[config.mk]
export PLATFORM = sky130hd
export DESIGN_NAME = conv_pool_layer_ctrl
export DESIGN_NICKNAME = d
export VERILOG_FILES = /design/src/rtl/conv_pool_layer_ctrl.sv
export SDC_FILE = /design/constraint.sdc
export NUM_CORES = 2
export LEC_CHECK = 0
export CAP_MARGIN = 25
export CELL_PAD_IN_SITES_DETAIL_PLACEMENT = 0
export CELL_PAD_IN_SITES_GLOBAL_PLACEMENT = 2
export CORE_AREA = 2 2 561 563
export DETAILED_ROUTE_END_ITERATION = 10
export DIE_AREA = 0 0 563 565
export PLACE_DENSITY = 0.51
export RECOVER_POWER = 100
export REMOVE_ABC_BUFFERS = 1
export SYNTH_ARGS = -nofsm -noshare
export SYNTH_HDL_FRONTEND = slang
export SYNTH_SLANG_ARGS = --single-unit
export TNS_END_PERCENT = 10
[constraint.sdc]
create_clock -name clk -period 9.5 [get_ports clk]
set_clock_uncertainty 0.2 [all_clocks]
set_input_delay 1.9 -clock clk [delete_from_list [all_inputs] [get_ports clk]]
set_output_delay 1.9 -clock clk [all_outputs]
set_load 0.005 [all_outputs]
[src/rtl/conv_pool_layer_ctrl.sv]
// rtl/conv_pool_layer_ctrl.sv - conv + 2x2 max-pool layer sequencer feeding the shared MAC calc unit
module conv_pool_layer_ctrl #(
  parameter int WIDTH   = 16,
  parameter int K       = 5,
  parameter int IN_W    = 32,
  parameter int IN_H    = 32,
  parameter int N_KER   = 6,
  parameter int POOL_EN = 1,
  parameter int RELU_EN = 0
) (
  input  logic                           clk,
  input  logic                           rst_n,
  input  logic                           layer_en_i,
  output logic                           busy_o,
  output logic                           output_buf_en_o,
  output logic [7:0]                     ker_idx_o,
  input  logic [K*K*WIDTH-1:0]           ker_data_i,
  input  logic [WIDTH-1:0]               bias_i,
  output logic                           buf_rd_en_o,
  output logic [31:0]                    buf_rd_addr_o,
  input  logic [K*WIDTH-1:0]             data_from_buf_i,
  output logic [(2*K*K+1)*WIDTH-1:0]     data_to_calc_o,
  output logic                           calc_valid_o,
  input  logic                           calc_ready_i,
  input  logic                           calc_res_valid_i,
  input  logic [WIDTH-1:0]               data_from_calc_i,
  output logic                           buf_wr_en_o,
  output logic [31:0]                    buf_wr_addr_o,
  output logic [WIDTH-1:0]               data_to_buf_o
);
  localparam int OW   = IN_W - K + 1;
  localparam int OH   = IN_H - K + 1;
  localparam int PW   = (POOL_EN != 0) ? OW / 2 : OW;
  localparam int PH   = (POOL_EN != 0) ? OH / 2 : OH;
  localparam int GRP  = (POOL_EN != 0) ? 4 : 1;
  localparam int KK   = K * K;
  localparam int WINW = KK * WIDTH;

  typedef enum logic [2:0] {
    S_IDLE, S_LOAD_KER, S_FETCH, S_ISSUE, S_WAIT_RES, S_WRITE, S_DONE
  } state_t;

  state_t            state_q, state_d;
  logic [15:0]       kc_q, kc_d, pr_q, pr_d, pc_q, pc_d;
  logic [1:0]        sp_q, sp_d;
  logic [7:0]        cnt_q, cnt_d;
  logic [WINW-1:0]   win_q, win_d, ker_q, ker_d;
  logic [WIDTH-1:0]  bias_q, bias_d, max_q, max_d;
  logic              busy_q, busy_d, obe_q, obe_d, rd_en_q, rd_en_d;
  logic              valid_q, valid_d, wr_en_q, wr_en_d;
  logic [31:0]       rd_addr_q, rd_addr_d, wr_addr_q, wr_addr_d;
  logic [WIDTH-1:0]  wr_data_q, wr_data_d;
  logic [7:0]        ker_idx_q, ker_idx_d;
  logic [15:0]       oy, ox;

  always_comb begin
    state_d = state_q;
    kc_d    = kc_q;
    pr_d    = pr_q;
    pc_d    = pc_q;
    sp_d    = sp_q;
    cnt_d   = cnt_q;
    win_d   = win_q;
    ker_d   = ker_q;
    bias_d  = bias_q;
    max_d   = max_q;

    case (state_q)
      S_IDLE: begin
        if (layer_en_i) begin
          state_d = S_LOAD_KER;
          kc_d    = '0;
          pr_d    = '0;
          pc_d    = '0;
          sp_d    = '0;
          cnt_d   = '0;
        end
      end
      S_LOAD_KER: begin
        // ROM answers one cycle after the address settles, so sample on the second cycle
        if (cnt_q == 8'd1) begin
          ker_d   = ker_data_i;
          bias_d  = bias_i;
          cnt_d   = '0;
          state_d = S_FETCH;
        end else begin
          cnt_d = cnt_q + 8'd1;
        end
      end
      S_FETCH: begin
        for (int i = 0; i < K; i++) begin
          if (cnt_q == 8'(i + 1)) begin
            for (int j = 0; j < K; j++) begin
              win_d[(KK - 1 - (i * K + j)) * WIDTH +: WIDTH] = data_from_buf_i[j * WIDTH +: WIDTH];
            end
          end
        end
        if (cnt_q == 8'(K)) begin
          cnt_d   = '0;
          state_d = S_ISSUE;
        end else begin
          cnt_d = cnt_q + 8'd1;
        end
      end
      S_ISSUE: begin
        if (calc_ready_i) state_d = S_WAIT_RES;
      end
      S_WAIT_RES: begin
        if (calc_res_valid_i) begin
          if (sp_q == 2'd0 || $signed(data_from_calc_i) > $signed(max_q)) max_d = data_from_calc_i;
          if (sp_q == 2'(GRP - 1)) begin
            state_d = S_WRITE;
          end else begin
            sp_d    = sp_q + 2'd1;
            state_d = S_FETCH;
          end
        end
      end
      S_WRITE: begin
        sp_d    = '0;
        state_d = S_FETCH;
        if (pc_q == 16'(PW - 1)) begin
          pc_d = '0;
          if (pr_q == 16'(PH - 1)) begin
            pr_d = '0;
            if (kc_q == 16'(N_KER - 1)) begin
              state_d = S_DONE;
            end else begin
              kc_d    = kc_q + 16'd1;
              state_d = S_LOAD_KER;
            end
          end else begin
            pr_d = pr_q + 16'd1;
          end
        end else begin
          pc_d = pc_q + 16'd1;
        end
      end
      S_DONE:  state_d = S_IDLE;
      default: state_d = S_IDLE;
    endcase

    // Outputs are registered from the upcoming state so each strobe lines up with its state
    oy        = (POOL_EN != 0) ? ((pr_d << 1) + 16'(sp_d[1])) : pr_d;
    ox        = (POOL_EN != 0) ? ((pc_d << 1) + 16'(sp_d[0])) : pc_d;
    busy_d    = (state_d != S_IDLE);
    obe_d     = (state_d == S_DONE);
    valid_d   = (state_d == S_ISSUE);
    rd_en_d   = (state_d == S_FETCH) && (cnt_d < 8'(K));
    rd_addr_d = rd_en_d ? ((32'(oy) + 32'(cnt_d)) * 32'(IN_W) + 32'(ox)) : rd_addr_q;
    wr_en_d   = (state_d == S_WRITE);
    wr_addr_d = wr_en_d ? (32'(kc_d) * 32'(PW * PH) + 32'(pr_d) * 32'(PW) + 32'(pc_d)) : wr_addr_q;
    wr_data_d = wr_data_q;
    if (wr_en_d) wr_data_d = (RELU_EN != 0 && max_d[WIDTH-1]) ? '0 : max_d;
    ker_idx_d = (state_d == S_LOAD_KER) ? kc_d[7:0] : ker_idx_q;
  end

  always_ff @(posedge clk) begin
    if (rst_n) begin
      state_q   <= S_IDLE;
      kc_q      <= '0;
      pr_q      <= '0;
      pc_q      <= '0;
      sp_q      <= '0;
      cnt_q     <= '0;
      win_q     <= '0;
      ker_q     <= '0;
      bias_q    <= '0;
      max_q     <= '0;
      busy_q    <= 1'b0;
      obe_q     <= 1'b0;
      rd_en_q   <= 1'b0;
      valid_q   <= 1'b0;
      wr_en_q   <= 1'b0;
      rd_addr_q <= '0;
      wr_addr_q <= '0;
      wr_data_q <= '0;
      ker_idx_q <= '0;
    end else begin
      state_q   <= state_d;
      kc_q      <= kc_d;
      pr_q      <= pr_d;
      pc_q      <= pc_d;
      sp_q      <= sp_d;
      cnt_q     <= cnt_d;
      win_q     <= win_d;
      ker_q     <= ker_d;
      bias_q    <= bias_d;
      max_q     <= max_d;
      busy_q    <= busy_d;
      obe_q     <= obe_d;
      rd_en_q   <= rd_en_d;
      valid_q   <= valid_d;
      wr_en_q   <= wr_en_d;
      rd_addr_q <= rd_addr_d;
      wr_addr_q <= wr_addr_d;
      wr_data_q <= wr_data_d;
      ker_idx_q <= ker_idx_d;
    end
  end

  assign busy_o          = busy_q;
  assign output_buf_en_o = obe_q;
  assign ker_idx_o       = ker_idx_q;
  assign buf_rd_en_o     = rd_en_q;
  assign buf_rd_addr_o   = rd_addr_q;
  assign data_to_calc_o  = {win_q, ker_q, bias_q};
  assign calc_valid_o    = valid_q;
  assign buf_wr_en_o     = wr_en_q;
  assign buf_wr_addr_o   = wr_addr_q;
  assign data_to_buf_o   = wr_data_q;
endmodule
[Word-level counts from Yosys, hierarchy flattened]
Index checks and enable logic that the tools add are counted.
Storage, ports and cells
  register bits after elaboration: 986
  bits of input ports: 517
  output and inout bits: 909
  word-level logic and storage cells: 101
Operators by class
  add/sub/neg operators: 11
  $mul: 2
  magnitude comparators: 2
  eq/ne operators: 19
  multiplexer cells: 33
  reductions and logical operators: 11
Operator list (number)
  2-to-1 mux 16 bit: 12
  case mux 16 bit (2 select lines): 3
  adder 16 x 1 -> 16 bit, second input constant: 3
  adder 16 x 1 -> 16 bit: 2
  equality test 16 x 4 -> 1 bit, second input constant: 2
  2-to-1 mux 3 bit: 9
  adder 25 x 16 -> 26 bit: 1
  adder 24 x 20 -> 25 bit: 1
  2-to-1 mux 8 bit: 3
  case mux 8 bit (3 select lines): 1
  adder 22 x 16 -> 23 bit: 1
  multiplier 16 x 6 -> 22 bit, second input constant: 1
  multiplier 16 x 3 -> 19 bit, second input constant: 1
  case mux 3 bit (6 select lines): 1
  adder 16 x 8 -> 17 bit: 1
  equality test 16 x 3 -> 1 bit, second input constant: 1
  equality test 8 x 2 -> 1 bit, second input constant: 2
  equality test 8 x 3 -> 1 bit, second input constant: 2
  greater-than comparator 16 bit: 1
  equality test 3 x 2 -> 1 bit, second input constant: 4
  equality test 3 bit, second input constant: 4
  AND reduction 2 bit: 6
  adder 8 x 1 -> 8 bit, second input constant: 1
  equality test 8 x 1 -> 1 bit, second input constant: 1
  other kinds (11): 14

[Logic depth before layout (Yosys ltp)]
  depth in word-level cells: 8
  gate-level depth with buffers: 34
  gate-level depth less buffers: 33

[Worst setup path before layout]
OpenSTA, ideal clock, no wires.
  path type: input port to flip-flop
  from: input layer_en_i
  to: register wr_addr_q[22] (netlist: buf_wr_addr_o[22])
  setup time: 86 ps
  arrival: 7840 ps
  required time: 9214 ps
  slack: 1375 ps
  stages on the path: 29
  path buffers: 2
  cells stage by stage: or3b_1 -> a21oi_1 -> clkbuf_1 -> o21ai_0 -> a21oi_1 -> fa_1 -> inv_1 -> ha_1 -> inv_1 -> fa_1 -> nor2b_1 -> o21ai_0 -> a21boi_0 -> o21ai_0 -> a22oi_1 -> a41o_1 -> nor2_1 -> xnor2_1 -> fa_1 -> ha_1 -> clkbuf_1 -> a21o_1 -> a21oi_1 -> and2_1 -> a311oi_1 -> nor4_1 -> nor3_1 -> xnor2_1 -> a211oi_1
On the way
  cells in the longest elaborated chain, start to end: 5
  elaborated cells on any way between the ends: 13
  those cells by class: add/sub: 2; mul: 2; eq/ne: 1; mux: 8
Ends and longest elaborated chain
  start, declared: RTL line 13  | input logic layer_en_i,
  2-to-1 mux 16 bit: RTL line 70  | if (layer_en_i) begin
  case mux 16 bit (2 select lines): RTL line 68  | case (state_q)
  multiplier 16 x 3 -> 19 bit / multiplier 16 x 6 -> 22 bit (equally long branches): RTL line 152  | wr_addr_d = wr_en_d ? (32'(kc_d) * 32'(PW * PH) + 32'(pr_d) * 32'(PW) + 32'(pc_d)) : wr_addr_q;
  adder 24 x 20 -> 25 bit: RTL line 152
  adder 25 x 16 -> 26 bit: RTL line 152
  end signal, assigned: RTL line 196  | wr_addr_q <= wr_addr_d;
  end, declared: RTL line 51  | logic [31:0] rd_addr_q, rd_addr_d, wr_addr_q, wr_addr_d;
Several ways; a longest one is shown, not always the timed one.
A chain may end at the register's enable or synchronous reset.

[Final worst setup path]
  from: input layer_en_i
  to: register wr_addr_q[22] (netlist: buf_wr_addr_o[22])
On the way
  cells in the longest elaborated chain, start to end: 5
  elaborated cells on any way between the ends: 13
  those cells by class: add/sub: 2; mul: 2; eq/ne: 1; mux: 8
Ends and longest elaborated chain
  2-to-1 mux 16 bit: RTL line 70
  case mux 16 bit (2 select lines): RTL line 68
  net kc_d[3]: RTL line 44  | logic [15:0] kc_q, kc_d, pr_q, pr_d, pc_q, pc_d;
  multiplier 16 x 6 -> 22 bit: RTL line 152
  adder 24 x 20 -> 25 bit: RTL line 152
  adder 25 x 16 -> 26 bit: RTL line 152
The timed path passes the listed nets, and every way through them passes these cells.

==> out/results.ini <==
[pwr]
powerDensity_nw_per_um2=161.6
ir_worst_vdd_mv=0.1075
power_mw=10.38
p_leak_nw=25.31

[timing]
timing.setup.tns_ns=0
setup_viol=0
period_minus_slack_ns=8.512
finalMaxSlewViolations=785
slew_headroom_pct=-194.0
worst_pin_slew_ns=4.409
max_freq_ghz=0.1175
layout_worst_path_cycle_share_pct=89.60
rsz0062_at_grt=false
hold_viol_final=0

[logic_synthesis]
async_flop_share_pct=0
synth_cells=5150
mappedNetlistArea_um2=40560
synth_warnings=0
synth_edf_count=0
yosys.cell_types.count=86
ys_ff_latch=970
ys.flop_type=dfxtp_1
avgSynthCellArea_um2=7.875
seq_area_frac_synth_pct=47.88

[clocking]
cts-root-buf=clkbuf_16
path_clk_slew_ns=0.06
clock_path_buffers=4
htree_levels=4
ctsHoldBuffers=0
tritoncts.num_buffers=143
cts.sinks=970
post_cts_resize_count=0
clkLatencyLatePin_ns=0.79
cts_tree=yes
cts_setup_buffers=0

[worst_setup_path]
r2r_cells=31
r2r_slack_ns=1.50
crit_type=input port to flop
crit_path_end_kind=flop
startpoint_type=input port
cp_max_fo=13
cp_common_cell=ha_1
crit_slowest_cell=dlygate4sd3_1
worst_ep_arrival_time_ns=8.82
worstPathRequired_ns=9.81
critPathMaxStageDelay_ns=0.59

[routing]
ant_nets=0
drc=0
vias_per_cell=3.846
totalWireLength_mm=264.8
drtPass1Iterations=6
first_iter_violations=2808
vias=41415
post_drt_wl_per_cell_um=24.59

[run_status]
outcome=complete, but fails checks
violations=max-capacitance violations, max-slew violations

[global_route]
grt_pass1_vias=40143
met3_usage_pct=4.867
overflow=0
antenna_found_initial=81
grtUsageTotal_pct=15.87
grt_max_degree=183
grt.busiest_layer=met2
grt.met2_usage_pct=25.18
grt_pass1_wl_mm=354.0
use_met1_pct=21.18

[cells_and_area]
final_cell_mix=nand2_1, dfxtp_1, dlygate4sd3_1
final_nets=7208
final_common_cell=nand2_1
multi_input_area_um2=19340
area_growth_pct=58.41
ff_latch_area_um2=19420
layout-drive-gt1-share_pct=5.768
fill_cells=34698
final_cell_count_no_fill=10768

[die]
dieHeight_um=565
num_io_pins=1426
die_area_um2=318100
core_um2=311400
die_width_um=563
num_rows=205
start_util_pct=13.02

[worst_hold_path]
whs_path_depth=2
hold_path_class=flop to flop

[job]
drv_cap=9

[placement]
gp_congestion=0.9042
dp.cells=10493
port_buffers=1409
dp_hpwl_mm=202.1

[final cells by class]
cell class / instances / share of cell area (%)
Antenna cell: 23 / 0.08959
Clock buffer: 212 / 6.476
Clock inverter: 38 / 0.7303
Inverter: 140 / 0.8180
Multi-Input combinational cell: 3706 / 30.10
Sequential cell: 970 / 30.23
Tap cell: 4140 / 8.063
Timing Repair Buffer: 1539 / 23.50
[metrics by stage]
stage          setup slack, ns  hold slack (ns)  utilization, %  instance area [µm²]
3_5_place_dp            0.4172           0.2451           19.15                59630
5_1_grt                 0.5002           0.2620           20.62                64200
6_report                0.9882           0.2475           20.63                64250
2_1_floorplan           -1.328           0.2422               -                39200
3_3_place_gp            0.5206           0.2382           19.15                59620
4_1_cts                  1.299           0.2537           20.64                64260
[logic make-up (layout without fill, tap and decap cells)]
kind of cell               Yosys count  after routing  synth area share (%)
AOI/OAI and AO/OA                 1163           1163                 15.76
xor gates and xnor gates            68             68                 1.533
adders and majority gates          191            191                 6.689
buffers and inverters              489           1929                 4.779
DFF                                970            970                 47.88
muxes                               36             36                0.8885
other                                1             39              0.009247
and+or+nand+nor                   2232           2232                 22.46
[cells in the mapped netlist, drive strengths merged, types with 24 or more instances]
master,n,area [µm²]
a21oi,897,4508
mux2i,36,360.4
nand3,47,235.2
buf,32,222.7
dfxtp,970,19420
nand2,1798,6749
nor3,35,190.2
and2,37,234.0
o21ai,86,430.4
ha,148,1852
a21o,26,195.2
fa,43,860.8
nor2,170,645.6
and3,24,151.4
clkbuf,317,1190
a211oi,32,240.2
inv,140,525.5
xnor2,45,401.6
nor4,35,261.5
[worst max-delay path, delay by kind of cell]
kind | cells | cell delay [ns]
and+or+nand+nor | 9 | 1.26
adders and majority gates | 6 | 2.22
AOI/OAI and AO/OA | 9 | 1.73
xor gates and xnor gates | 2 | 0.22
buffers and inverters | 7 | 1.47
[registers in the layout (all words and copies together) (netlist names)]
signal	count
buf_wr_addr_o	25
pr_q	16
buf_rd_en_o	1
data_to_buf_o	16
output_buf_en_o	1
state_q	3
max_q	16
buf_wr_en_o	1
buf_rd_addr_o	23
bias_q	16
cnt_q	8
busy_o	1
kc_q	16
calc_valid_o	1
ker_q	400
sp_q	2
ker_idx_o	8
win_q	400
pc_q	16
[final timing paths]
check                               start                              to
setup / recovery               layer_en_i  buf_wr_addr_o[22]$_SDFFE_PP0P_
hold / removal    win_q[123]$_SDFFE_PP0P_         win_q[123]$_SDFFE_PP0P_
setup reg to reg       pr_q[0]$_SDFF_PP0_  buf_wr_addr_o[22]$_SDFFE_PP0P_
hold reg to reg   win_q[123]$_SDFFE_PP0P_         win_q[123]$_SDFFE_PP0P_
[routing by layer]
metal / routed length [µm] / vias up / share of wire (%)
met1: 119900 / 19886 / 45
met4: 4627 / 18 / 1.7
met5: 116 / - / 0.044
met3: 20940 / 304 / 7.9
li1: - / 19742 / -
met2: 119200 / 1465 / 45
[power breakdown]
| part | leakage [nW] | internal [mW] | switching (mW) |
|---|---|---|---|
| Combinational | 15.2 | 0.335 | 0.443 |
| Sequential | 7.82 | 4.13 | 0.0409 |
| Clock | 2.27 | 3.23 | 2.21 |
(Power assumes the default switching activity.)
